### config.mk
export PLATFORM = sky130hd
export DESIGN_NAME = jtag_host_driver
export DESIGN_NICKNAME = d
export VERILOG_FILES = /design/src/rtl/jtag_host_driver.sv
export SDC_FILE = /design/constraint.sdc
export NUM_CORES = 1
export LEC_CHECK = 0
export BUFFER_PORTS_ARGS = -buffer_cell sky130_fd_sc_hd__clkbuf_2
export CAP_MARGIN = 40
export CORE_MARGIN = 3
export CORE_UTILIZATION = 36
export DETAILED_ROUTE_END_ITERATION = 8
export PLACE_DENSITY = 0.67
export RECOVER_POWER = 50
export SETUP_SLACK_MARGIN = 0.05
export SYNTH_ARGS = -nofsm -noshare
export SYNTH_HDL_FRONTEND = slang
export SYNTH_SLANG_ARGS = --single-unit
### constraint.sdc
create_clock -name tck -period 2.8 [get_ports tck]
set_clock_uncertainty 0.1 [all_clocks]
set_input_delay 0.84 -clock tck [delete_from_list [all_inputs] [get_ports tck]]
set_output_delay 0.84 -clock tck [all_outputs]
set_load 0.02 [all_outputs]
### src/rtl/jtag_host_driver.sv
// JTAG host sequencer: turns TAP-reset / IR-scan / DR-scan commands into registered TMS/TDI
// streams, mirrors the target TAP state and captures TDO. Optional macro: JTAG_DRV_RTI_WAIT_EN.
module jtag_host_driver #(
  parameter int MAX_LEN    = 64,
  parameter int RTI_CYCLES = 2
) (
  input  logic               tck,
  input  logic               trstn,
  input  logic               cmd_valid,
  output logic               cmd_ready,
  input  logic [1:0]         cmd_type,
  input  logic [6:0]         cmd_len,
  input  logic [MAX_LEN-1:0] cmd_data,
  output logic               rsp_valid,
  input  logic               rsp_ready,
  output logic [MAX_LEN-1:0] rsp_data,
  output logic               rsp_err,
  output logic               tms,
  output logic               tdi,
  input  logic               tdo
);

  localparam int         IW        = (MAX_LEN > 1) ? $clog2(MAX_LEN) : 1;
  localparam logic [6:0] MAX_LEN_L = 7'(MAX_LEN);

`ifdef JTAG_DRV_RTI_WAIT_EN
  localparam int RTI_WAIT = RTI_CYCLES;
`else
  // Extra idle cycles are disabled; RTI_CYCLES is deliberately ignored.
  localparam int RTI_WAIT = RTI_CYCLES * 0;
`endif

  typedef enum logic [3:0] {
    TLR, RTI, SEL_DR, CAP_DR, SHIFT_DR, EX1_DR, PAUSE_DR, EX2_DR, UPD_DR,
    SEL_IR, CAP_IR, SHIFT_IR, EX1_IR, PAUSE_IR, EX2_IR, UPD_IR
  } tap_state_t;

  typedef enum logic [3:0] {
    S_INIT, S_IDLE, S_PRE, S_SHIFT, S_POST, S_WAIT, S_ERR, S_TRST, S_RESP
  } drv_state_t;

  function automatic tap_state_t tap_next(input tap_state_t s, input logic m);
    case (s)
      TLR:      return m ? TLR    : RTI;
      RTI:      return m ? SEL_DR : RTI;
      SEL_DR:   return m ? SEL_IR : CAP_DR;
      CAP_DR:   return m ? EX1_DR : SHIFT_DR;
      SHIFT_DR: return m ? EX1_DR : SHIFT_DR;
      EX1_DR:   return m ? UPD_DR : PAUSE_DR;
      PAUSE_DR: return m ? EX2_DR : PAUSE_DR;
      EX2_DR:   return m ? UPD_DR : SHIFT_DR;
      UPD_DR:   return m ? SEL_DR : RTI;
      SEL_IR:   return m ? TLR    : CAP_IR;
      CAP_IR:   return m ? EX1_IR : SHIFT_IR;
      SHIFT_IR: return m ? EX1_IR : SHIFT_IR;
      EX1_IR:   return m ? UPD_IR : PAUSE_IR;
      PAUSE_IR: return m ? EX2_IR : PAUSE_IR;
      EX2_IR:   return m ? UPD_IR : SHIFT_IR;
      UPD_IR:   return m ? SEL_DR : RTI;
      default:  return TLR;
    endcase
  endfunction

  drv_state_t         state_q, state_n;
  tap_state_t         tap_q;
  logic               tms_q, tms_n;
  logic               tdi_q, tdi_n;
  logic               ir_q, ir_n;
  logic               err_q, err_n;
  logic [6:0]         len_q, len_n;
  logic [6:0]         bit_q, bit_n;
  logic [7:0]         cnt_q, cnt_n;
  logic [MAX_LEN-1:0] sh_q, sh_n;
  logic [MAX_LEN-1:0] rsp_data_q;
  logic [6:0]         cap_q;
  logic               accept;

  // NOTE: every variable written here gets a default first, so no path can infer a latch.
  always_comb begin
    state_n = state_q;
    tms_n   = 1'b0;
    tdi_n   = 1'b0;
    ir_n    = ir_q;
    err_n   = err_q;
    len_n   = len_q;
    bit_n   = bit_q;
    cnt_n   = cnt_q;
    sh_n    = sh_q;
    accept  = 1'b0;

    case (state_q)
      S_INIT: if (!tms_q) state_n = S_IDLE;

      S_IDLE: if (cmd_valid) begin
        accept = 1'b1;
        len_n  = cmd_len;
        sh_n   = cmd_data;
        ir_n   = (cmd_type == 2'd1);
        err_n  = 1'b0;
        cnt_n  = '0;
        bit_n  = '0;
        if (cmd_type == 2'd3 || cmd_len == 7'd0 || cmd_len > MAX_LEN_L) begin
          err_n   = 1'b1;
          state_n = S_ERR;
        end else begin
          tms_n   = 1'b1;
          state_n = (cmd_type == 2'd0) ? S_TRST : S_PRE;
        end
      end

      // Prefix after the leading 1: IR continues 1,0,0 and DR continues 0,0.
      S_PRE: begin
        cnt_n = cnt_q + 8'd1;
        if (cnt_q == (ir_q ? 8'd3 : 8'd2)) begin
          state_n = S_SHIFT;
          tdi_n   = sh_q[0];
          sh_n    = sh_q >> 1;
          tms_n   = (len_q == 7'd1);
        end else begin
          tms_n = ir_q && (cnt_q == 8'd0);
        end
      end

      S_SHIFT: begin
        if (bit_q == len_q - 7'd1) begin
          state_n = S_POST;
          tms_n   = 1'b1;
          cnt_n   = '0;
        end else begin
          bit_n = bit_q + 7'd1;
          tdi_n = sh_q[0];
          sh_n  = sh_q >> 1;
          tms_n = (bit_q + 7'd2 == len_q);
        end
      end

      S_POST: begin
        cnt_n = cnt_q + 8'd1;
        if (cnt_q != 8'd0) begin
          cnt_n   = '0;
          state_n = (RTI_WAIT > 0) ? S_WAIT : S_RESP;
        end
      end

      S_WAIT: begin
        cnt_n = cnt_q + 8'd1;
        if (cnt_q == 8'(RTI_WAIT - 1)) state_n = S_RESP;
      end

      S_ERR: state_n = S_RESP;

      // Five ones reach Test-Logic-Reset from anywhere, then a zero lands in Run-Test/Idle.
      S_TRST: begin
        cnt_n = cnt_q + 8'd1;
        tms_n = (cnt_q < 8'd4);
        if (cnt_q == 8'd5) state_n = S_RESP;
      end

      S_RESP: if (rsp_ready) state_n = S_IDLE;

      default: state_n = S_INIT;
    endcase
  end

  // NOTE: sequential state uses non-blocking assignments so every register samples pre-edge values.
  always_ff @(posedge tck or negedge trstn) begin
    if (!trstn) begin
      state_q <= S_INIT;
      tap_q   <= TLR;
      tms_q   <= 1'b1;
      tdi_q   <= 1'b0;
      ir_q    <= 1'b0;
      err_q   <= 1'b0;
      len_q   <= '0;
      bit_q   <= '0;
      cnt_q   <= '0;
      sh_q    <= '0;
    end else begin
      state_q <= state_n;
      tap_q   <= tap_next(tap_q, tms_q);
      tms_q   <= tms_n;
      tdi_q   <= tdi_n;
      ir_q    <= ir_n;
      err_q   <= err_n;
      len_q   <= len_n;
      bit_q   <= bit_n;
      cnt_q   <= cnt_n;
      sh_q    <= sh_n;
    end
  end

  // TDO is taken on exactly the edges where the target itself shifts.
  always_ff @(posedge tck or negedge trstn) begin
    if (!trstn) begin
      rsp_data_q <= '0;
      cap_q      <= '0;
    end else if (accept) begin
      rsp_data_q <= '0;
      cap_q      <= '0;
    end else if (tap_q == SHIFT_IR || tap_q == SHIFT_DR) begin
      rsp_data_q[cap_q[IW-1:0]] <= tdo;
      cap_q                     <= cap_q + 7'd1;
    end
  end

  assign cmd_ready = (state_q == S_IDLE);
  assign rsp_valid = (state_q == S_RESP);
  assign rsp_data  = rsp_data_q;
  assign rsp_err   = err_q;
  assign tms       = tms_q;
  assign tdi       = tdi_q;

endmodule

# --- Word-level counts from Yosys, hierarchy flattened ---
# Cells that the tools add are included.
word_totals:
  wordCells: 139
  out_inout_bits: 69
  reg_bits: 169
  input_bits: 78
op_classes:
  reduce_logical: 24
  muxes: 54
  n_addsub: 5
  magnitude_cmp: 4
  n_eq_ne: 40
ops:
  columns: ["cell", "count"]
  rows:
  - ["$mux W64", 5]
  - ["$pmux W64 S3", 1]
  - ["$bwmux W64", 1]
  - ["$mux W4", 12]
  - ["$pmux W4 S12", 1]
  - ["$eq A4 B4 Y1 const B", 9]
  - ["$pmux W4 S9", 1]
  - ["$eq A4 B3 Y1 const B", 8]
  - ["$pmux W8 S4", 1]
  - ["$mux W7", 4]
  - ["$mux W8", 3]
  - ["$eq A4 B2 Y1 const B", 4]
  - ["$ne A2 B2 Y1 const B", 8]
  - ["$add A7 B1 Y7 const B", 2]
  - ["$eq A7 B7 Y1", 2]
  - ["$mux W1", 14]
  - ["$pmux W7 S2", 1]
  - ["$mux W3", 4]
  - ["$add A8 B1 Y8 const B", 1]
  - ["$eq A4 B1 Y1 const B", 2]
  - ["$eq A8 B2 Y1", 1]
  - ["$eq A8 B3 Y1 const B", 1]
  - ["$eq A8 B8 Y1 const B", 1]
  - ["$logic_not A4 Y1", 2]
  - ["29 further kinds", 38]

# --- Longest topological paths before layout ---
# Gate-level depths: netlist of run 1.
logic_depth:
  ltp_word: 7
  ltp_mapped: 10
  depth_no_buf: 8

# --- Least setup slack after synthesis of run 1 ---
# OpenSTA, ideal clock, no wires.
synth_path:
  kind: "register to output"
  startpoint: "register state_q[1]"
  endpoint: "output rsp_valid"
  arrival_time_ns: 1.582
  stages_incl_launch_ff: 4
  setup_slack_ns: 0.278
  required_ns: 1.860
  cell_sequence: "dfrtp_1 > clkbuf_1 > buf_1 > nor4b_1"
synth_via:
  elab_chain_cells: 1
synth_rtl:
  columns: ["element", "line", "text"]
  rows:
  - ["from (decl)", "64", "drv_state_t state_q, state_n;"]
  - ["from (signal assigned)", "179", "state_q <= state_n;"]
  - ["$eq A4 B4 Y1", "207", "assign rsp_valid = (state_q == S_RESP);"]
  - ["to (decl)", "14", "output logic rsp_valid,"]
# Every way passes these cells.

# --- Worst setup path in the final report of run 1 ---
layout_path:
  startpoint: "register len_q[1]"
  endpoint: "register sh_q[18]"
layout_via:
  elab_chain_cells: 4
layout_rtl:
  columns: ["element", "line", "text"]
  rows:
  - ["from (decl)", "70", "logic [6:0] len_q, len_n;"]
  - ["from (signal assigned)", "185", "len_q <= len_n;"]
  - ["$sub A7 B1 Y7", "125", "if (bit_q == len_q - 7'd1) begin"]
  - ["$eq A7 B7 Y1", "125", null]
  - ["$ne A2 B2 Y1 (no source line)", null, null]
  - ["$reduce_and A4 Y1 (no source line)", null, null]
  - ["to (signal assigned)", "188", "sh_q <= sh_n;"]
  - ["to (decl)", "73", "logic [MAX_LEN-1:0] sh_q, sh_n;"]
# Every way passes these cells.
# A chain may end at the register's enable or synchronous reset.

==> results of run 1 <==
-- logic make-up (layout without fill, tap and decap cells) --
kind of cell    Yosys count  count (layout)  synth area share (%)
simple gates            322             322                  17.8
mux                      67              67                  7.58
flops                   168             168                  47.4
xor+xnor                 21              21                  2.23
compound gates          300             300                  19.1
fa+ha+maj                 8               8                  1.13
buf+inv                  92             227                  4.77
-- final timing paths --
path	from	endpoint	slack, ps	depth (start not counted)
max in group asynchronous	trstn	rsp_data[58]$_DFFE_PN0P_	650	2
min in group asynchronous	trstn	rsp_data[59]$_DFFE_PN0P_	520	1
setup reg to reg	len_q[1]$_DFFE_PN0P_	sh_q[18]$_DFFE_PN0P_	160	10
setup / recovery	len_q[1]$_DFFE_PN0P_	sh_q[18]$_DFFE_PN0P_	160	10
hold reg to reg	sh_q[63]$_DFFE_PN0P_	sh_q[63]$_DFFE_PN0P_	390	1
hold / removal	sh_q[63]$_DFFE_PN0P_	sh_q[63]$_DFFE_PN0P_	390	1
-- stage by stage --
step / util, % / cell area, sq um / power, W / worst slack, ps
after global placement: 42.1 / 10000 / 0.00829 / 194
final: 44.7 / 10700 / 0.0109 / 156
after global routing: 44.7 / 10700 / 0.0116 / 45.1
after detailed placement: 42.1 / 10000 / 0.00840 / 178
after CTS: 44.8 / 10700 / 0.0109 / 144
after floorplan: - / 8870 / 0.00716 / 278
-- cell usage after synthesis, types with 3 or more instances --
library cell  count
nand4_1          26
buf_2            20
and2_1            6
o21ai_2          10
buf_1             3
o211ai_1          7
a21oi_1          74
inv_1            11
nor4_1            5
a21o_1            4
nor2_1           46
ha_1              8
a211o_1           3
mux2i_1          66
nand2b_1          9
nand3b_1          5
or4_1             4
o21ai_1          61
xnor2_1          10
a221oi_1          4
and3_1            6
or3_1             3
nand2_1         126
nor3b_1           5
nor2b_1           8
clkbuf_1         51
o21ai_0         111
dfrtp_1         167
xor2_1           10
nor3_1           13
o311ai_0          3
buf_6             7
nand3_1          43
-- registers in the layout, indices dropped and copies added (netlist names) --
signal and flops:
tap_q 4, state_q 4, sh_q 64, cnt_q 8, len_q 7, ir_q 1, tms 1, rsp_err 1
cap_q 6, bit_q 7, tdi 1, rsp_data 64
-- worst reg2reg max path, delay by kind of cell (launching register included) --
family | cells | cell delay, ps
AO/OA/AOI/OAI | 3 | 390
XOR/XNOR | 1 | 380
buffers and inverters | 3 | 530
adder cells (fa/ha/maj) | 1 | 230
flip-flops | 1 | 420
AND/OR/NAND/NOR | 2 | 510
-- layout make-up --
type | instances | area, sq um
clock inverter | 15 | 209
inverter | 11 | 41.3
sequential | 168 | 4210
clock buffer | 17 | 425
multi-input combinational | 718 | 4270
fill | 2348 | 13200
timing repair buffer | 184 | 1100
tap | 319 | 399
-- what timing repair did --
item / CTS / global route
gates resized for setup: 0 / 3
endpoints found under the setup margin: 0 / 46
setup buffers: 0 / 2
-- power by group through the flow --
stage	Combinational [W]	Clock, W	Sequential (W)
floorplan	0.00358	0	0.00357
finish	0.00462	0.00250	0.00373
CTS	0.00464	0.00256	0.00372
detailed placement	0.00464	0	0.00376
global placement	0.00455	0	0.00374
global route	0.00512	0.00267	0.00384
-- routing by layer --
layer  GRT usage [%]  vias up  part of all wire, %
met5               0        -                    0
met4            4.11        0                  1.3
met3            4.70       24                  6.9
met2            26.8      243                   45
met1            24.2     3760                   47
li1                -     3727                    -
==> impl_metrics.yaml, run 1 <==
outcome:
  status: "complete, no violations"
global_routing:
  grt_pass1_vias: 7365
  grt_pass1_wl_microns: 37800
  antenna_found_initial: 0
  grt_usage_pct: 17.3
  grt-ovfl-total: 0
  grt_max_degree: 65
detailed_routing:
  wl_per_cell_microns: 16.3
  wl_microns: 23400
  num_vias: 7754
  drc: 0
  drtPass1Iterations: 5
  drtIter0Drc: 713
  ant_nets: 0
  vias_per_cell: 5.41
sta:
  fin_crit_sh_pct: 94.4
  rsz0062_at_grt: "no"
  tightestPinTransition_ps: 1090
  hold_viol: 0
  fin_tns_setup_ps: 0
  max_freq_mhz: 378
  drv_slew: 0
  hold_slack_ps: 387
  fin_crit_ps: 2640
  setup_violations: 0
  slew_headroom_pct: 27.5
critical_path:
  crit_path_end_kind: "flip-flop"
  cp_data_required_time_ps: 3040
  cpMaxStageDelayCell: "dfrtp_1"
  arrival_ps: 2890
  slowest_delay_ps: 420
  worstSetupStartpointType: "flip-flop"
  crit_fanout: 27
  path_class: "flip-flop to flip-flop"
  path_buf_inv: 3
  crit_chain: "inv_1 > ha_1 > xnor3_1 > and3_1 > o211ai_1 > nor3_4 > buf_4 > clkbuf_16 > o21ai_0 > o21ai_1"
  path_delay_family: "buffers and inverters"
finish:
  n_antenna_cell: 0
  syn2layout_area_growth_pct: 20.2
  final_net_count: 1186
  final_cell_mix: "dfrtp_1 (166), nand2_1 (126), clkbuf_2 (118)"
  drive_gt1_share_pct: 19.7
  fin_cells: 1432
  final_common_cell: "dfrtp_1"
yosys:
  ys_ff_latch: 168
  synth-edff-count: 0
  synthCells: 978
  syn_area_per_cell_sq_um: 9.07
  yosys.area.top_type: "dfrtp_1"
  ys_seq_area_share_pct: 47.4
  synth-async-reset-ratio_pct: 100
  synth_top_area_share_pct: 47.1
  synthFlopType: "dfrtp_1"
  yosys_warnings: 0
  synth_cell_types: 65
  syn_area_sq_mm: 0.00887
  syn_nets: 1064
  synth.area.top_cells: "dfrtp_1 (47%), mux2i_1 (7.4%), o21ai_0 (6.3%)"
floorplan:
  num_rows: 56
  die_w_microns: 163
  io_pins: 147
  initial_utilization_pct: 37.2
  core-area_sq_mm: 0.0238
  fp.dieH_microns: 163
  dieArea_sq_mm: 0.0266
power_and_ir_drop:
  seqPwrFrac_pct: 34.4
  vdd_drop_max_mv: 0.633
  p_clk_share_pct: 23.1
  power_frac_comb_pct: 42.6
  p_leak_nw: 4.66
  p_per_area_mw_per_mm2: 1020
  p_int_w: 0.00641
  switching_share_pct: 41.0
  p_switching_w: 0.00445
cts:
  htreeDepth: 4
  cts_num_sinks: 168
  cts_made_buffers: 17
  path_clk_slew_ps: 80
  cts_buffer_depth: 2
  insertion_delay_ps: 420
  cts_root_buf: "clkbuf_16"
  ctsHoldBuffers: 0
  cts_tree: "built"
placed_design:
  portBuffers: 146
  place_inst: 1397
  hpwl_microns: 15800
  gp_congestion: 0.898
job:
  cap_violations: 0
hold_path:
  holdCritPathClass: "flip-flop to flip-flop"
(Power assumes the default switching activity.)
==> inputs of run 2 (changes only) <==
--- a/config.mk
+++ b/config.mk
@@ -7,11 +7,12 @@
 export LEC_CHECK = 0
 export BUFFER_PORTS_ARGS = -buffer_cell sky130_fd_sc_hd__clkbuf_2
 export CAP_MARGIN = 40
+export CELL_PAD_IN_SITES_DETAIL_PLACEMENT = 0
+export CELL_PAD_IN_SITES_GLOBAL_PLACEMENT = 1
 export CORE_MARGIN = 3
 export CORE_UTILIZATION = 36
 export DETAILED_ROUTE_END_ITERATION = 8
-export PLACE_DENSITY = 0.67
-export RECOVER_POWER = 50
+export PLACE_DENSITY = 0.81
 export SETUP_SLACK_MARGIN = 0.05
 export SYNTH_ARGS = -nofsm -noshare
 export SYNTH_HDL_FRONTEND = slang
==> impl_metrics.yaml, run 2 (same netlist as run 1, synthesis figures left out) <==
cts:
  insertion_delay_ps: 420
  cts_num_sinks: 168
  path_clk_slew_ps: 80
  cts_made_buffers: 17
  ctsHoldBuffers: 0
  cts_buffer_depth: 2
  cts_tree: "built"
  cts_root_buf: "clkbuf_16"
  htreeDepth: 4
critical_path:
  cp_data_required_time_ps: 1860
  crit_path_end_kind: "output pin"
  r2r-start: "len_q[0]$_DFFE_PN0P_"
  path_delay_family: "flip-flops"
  slowest_delay_ps: 520
  worstSetupStartpointType: "flip-flop"
  cp-startpoint: "state_q[0]$_DFFE_PN0P_"
  cpMaxStageDelayCell: "dfrtp_1"
  path_class: "flip-flop to output pin"
  crit_chain: "buf_4 > nor4b_2 > clkbuf_2"
  path_buf_inv: 2
  arrival_ps: 1690
  crit_fanout: 13
detailed_routing:
  top_layer: "met4"
  wl_per_cell_microns: 15.9
  num_vias: 7672
  ant_nets: 0
  drtPass1Iterations: 5
  vias_per_cell: 5.35
  drc: 0
  drtIter0Drc: 614
  wl_met3_microns: 1410
  wl_met2_microns: 10500
  wl_microns: 22900
  routedLengthMet1_microns: 10800
floorplan:
  fp.dieH_microns: 163
  num_rows: 56
  initial_utilization_pct: 37.2
  die_w_microns: 163
  dieArea_sq_mm: 0.0266
  io_pins: 147
  core-area_sq_mm: 0.0238
placed_design:
  portBuffers: 146
  place_area_sq_mm: 0.0100
  hpwl_microns: 15700
  gp_congestion: 0.811
  place_inst: 1400
power_and_ir_drop:
  vdd_drop_max_mv: 1.19
  p_per_area_mw_per_mm2: 1010
  p_leak_nw: 4.74
finish:
  final_net_count: 1187
  drive_gt1_share_pct: 22.4
  final_common_cell: "dfrtp_1"
  n_antenna_cell: 0
  fillers: 2299
  final_util_pct: 44.7
  fin_cells: 1433
  final_cell_mix: "dfrtp_1 (167), clkbuf_2 (145), nand2_1 (126)"
  fin_area_sq_mm: 0.0107
  syn2layout_area_growth_pct: 20.2
global_routing:
  grt_pass1_wl_microns: 38100
  grt-ovfl-total: 0
  grt_pass1_vias: 7315
  grt_max_degree: 72
  grt_usage_pct: 17.4
  antenna_found_initial: 0
sta:
  max_freq_mhz: 380
  fin_crit_sh_pct: 94.1
  rsz0062_at_grt: "no"
  setup_violations: 0
  fin_tns_setup_ps: 0
  slew_headroom_pct: 48.9
  fin_crit_ps: 2630
  drv_slew: 0
  hold_slack_ps: 250
  hold_viol: 0
  tightestPinTransition_ps: 764
job:
  cap_violations: 0
hold_path:
  holdCritPathClass: "input port to asynchronous set/reset pin"
outcome:
  status: "complete, no violations"
run 2: cell types whose count changed in the layout (fill, tap and decap cells not counted), sizes merged:
cell | before | now
bufinv | 2 | 0
buf | 35 | 40
clkbuf | 166 | 163
clkinv | 5 | 6
run 2: final timing paths:
check / cells past startpoint / slack (ps) / to
max reg2reg: 9 / 210 / sh_q[63]$_DFFE_PN0P_
min: 1 / 250 / len_q[6]$_DFFE_PN0P_
min reg2reg: 1 / 400 / tdi$_DFF_PN0_
max: 3 / 170 / rsp_valid
max in group asynchronous: 2 / 1660 / rsp_data[40]$_DFFE_PN0P_
min in group tck: 1 / 400 / tdi$_DFF_PN0_
run 2: layer usage:
metal / up-vias / track usage, %
met5: - / 0
met4: 0 / 3.38
met2: 205 / 26.4
met1: 3714 / 24.9
met3: 10 / 4.88
li1: 3743 / -
run 2: area by class of cell:
cell class	instances	area, sq um	area share [%]
multi-input combinational	718	4280	40.2
inverter	11	41.3	0.387
clock buffer	18	439	4.12
sequential	168	4210	39.5
tap	319	399	3.75
clock inverter	14	155	1.46
timing repair buffer	185	1140	10.7
run 2: power by group:
part,internal (W),switching [W],total [W]
registers,0.00313,0.000603,0.00373
logic,0.00196,0.00270,0.00466
clock network,0.00122,0.00113,0.00235
run 2: repair_timing:
item	CTS	global route
setup endpoints to repair	0	3
buffers inserted	0	1
resized for setup	0	2
run 2: through the flow:
stage	power, W	worst slack (ps)
after global routing	0.0116	61.8
after floorplan	0.00716	278
after global placement	0.00833	207
after detailed placement	0.00845	139
final	0.0107	166
after CTS	0.0108	80.2
==> inputs of run 3 (changes only) <==
--- a/config.mk
+++ b/config.mk
@@ -5,6 +5,7 @@
 export SDC_FILE = /design/constraint.sdc
 export NUM_CORES = 1
 export LEC_CHECK = 0
+export ABC_AREA = 1
 export BUFFER_PORTS_ARGS = -buffer_cell sky130_fd_sc_hd__clkbuf_2
 export CAP_MARGIN = 40
 export CELL_PAD_IN_SITES_DETAIL_PLACEMENT = 0
@@ -12,7 +13,7 @@
 export CORE_MARGIN = 3
 export CORE_UTILIZATION = 36
 export DETAILED_ROUTE_END_ITERATION = 8
-export PLACE_DENSITY = 0.81
+export PLACE_DENSITY = 0.84
 export SETUP_SLACK_MARGIN = 0.05
 export SYNTH_ARGS = -nofsm -noshare
 export SYNTH_HDL_FRONTEND = slang
==> constraint.sdc (replaced) <==
create_clock -name tck -period 2.8 [get_ports tck]
set_clock_uncertainty 0.1 [all_clocks]
set_input_delay 0.56 -clock tck [delete_from_list [all_inputs] [get_ports tck]]
set_output_delay 0.56 -clock tck [all_outputs]
set_load 0.02 [all_outputs]
==> impl_metrics.yaml, run 3 <==
finish:
  final_util_pct: 43.8
  n_antenna_cell: 0
  final_common_cell: "nand2_1"
  drive_gt1_share_pct: 15.3
  syn2layout_area_growth_pct: 18.6
  final_cell_mix: "nand2_1 (604), dfrtp_1 (167), clkbuf_2 (145)"
  final_net_count: 1579
critical_path:
  cp_data_required_time_ps: 3010
  path_class: "flip-flop to flip-flop"
  crit_fanout: 71
  arrival_ps: 2660
  worstSetupStartpointType: "flip-flop"
  crit_path_end_kind: "flip-flop"
cts:
  cts_buffer_depth: 2
  cts_root_buf: "clkbuf_16"
  cts_made_buffers: 17
  path_clk_slew_ps: 80
  insertion_delay_ps: 430
  cts_tree: "built"
  cts_num_sinks: 168
  htreeDepth: 4
yosys:
  synth.area.top_cells: "dfrtp_1 (45%), nand2_1 (24%), nand3_1 (7.6%)"
  synth_cell_types: 38
  ys_ff_latch: 168
  syn_area_per_cell_sq_um: 6.91
  yosys_warnings: 0
  synth_common_cells: "nand2_1 (606), dfrtp_1 (167), nand3_1 (142)"
  synth-async-reset-ratio_pct: 100
  ys_seq_area_share_pct: 44.8
  synth.most_common_cell: "nand2_1"
  syn_nets: 1444
  synth_top_area_share_pct: 44.6
  synth-edff-count: 0
  yosys.area.top_type: "dfrtp_1"
  syn_area_sq_mm: 0.00938
  synthCells: 1358
  synthFlopType: "dfrtp_1"
detailed_routing:
  vias_per_cell: 4.79
  ant_nets: 0
  wl_microns: 25300
  drtIter0Drc: 663
  num_vias: 8793
  drtPass1Iterations: 5
  wl_per_cell_microns: 13.8
  drc: 0
power_and_ir_drop:
  vdd_drop_max_mv: 0.489
  p_leak_nw: 6.71
  p_per_area_mw_per_mm2: 969
  power_frac_comb_pct: 44.1
  p_switching_w: 0.00486
  p_int_w: 0.00591
  switching_share_pct: 45.1
  seqPwrFrac_pct: 34.1
  p_clk_share_pct: 21.8
global_routing:
  antenna_found_initial: 0
  grt-ovfl-total: 0
  grt_usage_pct: 18.2
  grt_max_degree: 73
  grt_pass1_vias: 8394
  grt_pass1_wl_microns: 42400
hold_path:
  holdCritPathClass: "input port to flip-flop"
sta:
  fin_crit_ps: 2440
  setup_violations: 0
  max_freq_mhz: 409
  drv_slew: 0
  fin_tns_setup_ps: 0
  slew_headroom_pct: 46.9
  rsz0062_at_grt: "no"
  tightestPinTransition_ps: 796
  hold_viol: 0
  fin_crit_sh_pct: 87.3
floorplan:
  core-area_sq_mm: 0.0254
  num_rows: 58
  fp.dieH_microns: 167
  dieArea_sq_mm: 0.0280
  die_w_microns: 167
  initial_utilization_pct: 36.9
  io_pins: 147
placed_design:
  gp_congestion: 0.841
  portBuffers: 146
  hpwl_microns: 16900
job:
  cap_violations: 0
outcome:
  status: "complete, no violations"
## run 3: layout make-up
class	count	area (sq um)
Timing Repair Buffer	174	1030
Multi-Input combinational cell	992	4370
Tap cell	330	413
Inverter	140	526
Clock inverter	15	151
Clock buffer	17	425
Sequential cell	168	4210
Fill cell	2643	14300
## run 3: per-layer routing
layer  up-vias  GRT usage (%)  wire, microns
met3        21           4.56           1490
met1      4051           24.4          11700
met5         -              0              0
met4         0           4.70            346
met2       210           29.6          11700
li1       4511              -              -
## run 3: repair_timing
| item | CTS | global route |
|---|---|---|
| gates resized for setup | 0 | 1 |
| hold endpoints to repair | 32 | 0 |
| setup buffers | 0 | 0 |
| endpoints found under the setup margin | 0 | 7 |
| hold buffers | 1 | 0 |
## run 3: power groups by stage
stage,registers [W],clock network (W),logic (W)
6_report,0.00368,0.00234,0.00475
5_1_grt,0.00378,0.00251,0.00548
4_1_cts,0.00367,0.00241,0.00480
3_5_place_dp,0.00371,0,0.00478
3_3_place_gp,0.00370,0,0.00472
2_1_floorplan,0.00370,0,0.00355
## run 3: worst paths after layout
path | from | end | slack [ps] | cells after the start
hold / removal | cmd_len[5] | len_q[5]$_DFFE_PN0P_ | 240 | 3
setup / recovery | len_q[0]$_DFFE_PN0P_ | bit_q[4]$_DFFE_PN0P_ | 360 | 12
min in group asynchronous | trstn | sh_q[19]$_DFFE_PN0P_ | 480 | 2
hold reg to reg | sh_q[25]$_DFFE_PN0P_ | sh_q[25]$_DFFE_PN0P_ | 370 | 2
max in group asynchronous | trstn | tms$_DFF_PN1_ | 1410 | 3
setup reg to reg | len_q[0]$_DFFE_PN0P_ | bit_q[4]$_DFFE_PN0P_ | 360 | 12
## run 3: worst max-delay path, cell delays in order (launching register included)
cell	delay (ps)
dfrtp_1	400
inv_1	180
ha_1	270
nand2_1	110
nor2_1	90
nand2_1	60
nand2_1	70
nor2_2	60
nand4_4	80
buf_6	430
nand2_1	300
nand2_1	120
nand2_1	60
## run 3: kinds of logic after synthesis
group | Yosys count | share of synthesized area [%]
mux | 1 | 0.120
compound gates | 105 | 6.11
flops | 168 | 44.8
xor+xnor | 13 | 1.21
fa+ha+maj | 8 | 1.07
simple gates | 865 | 38.0
buf+inv | 198 | 8.67
## run 3: through the flow
step | cells | power (W) | hold WS [ps] | worst slack (ps) | area [sq um]
floorplan | 1358 | 0.00725 | 164 | 859 | 9380
global placement | 1803 | 0.00842 | 353 | 196 | 10500
detailed placement | 1803 | 0.00849 | 358 | 160 | 10500
CTS | 1836 | 0.0109 | 235 | 139 | 11100
global route | 1836 | 0.0118 | 267 | 90.1 | 11100
finish | 1836 | 0.0108 | 244 | 355 | 11100
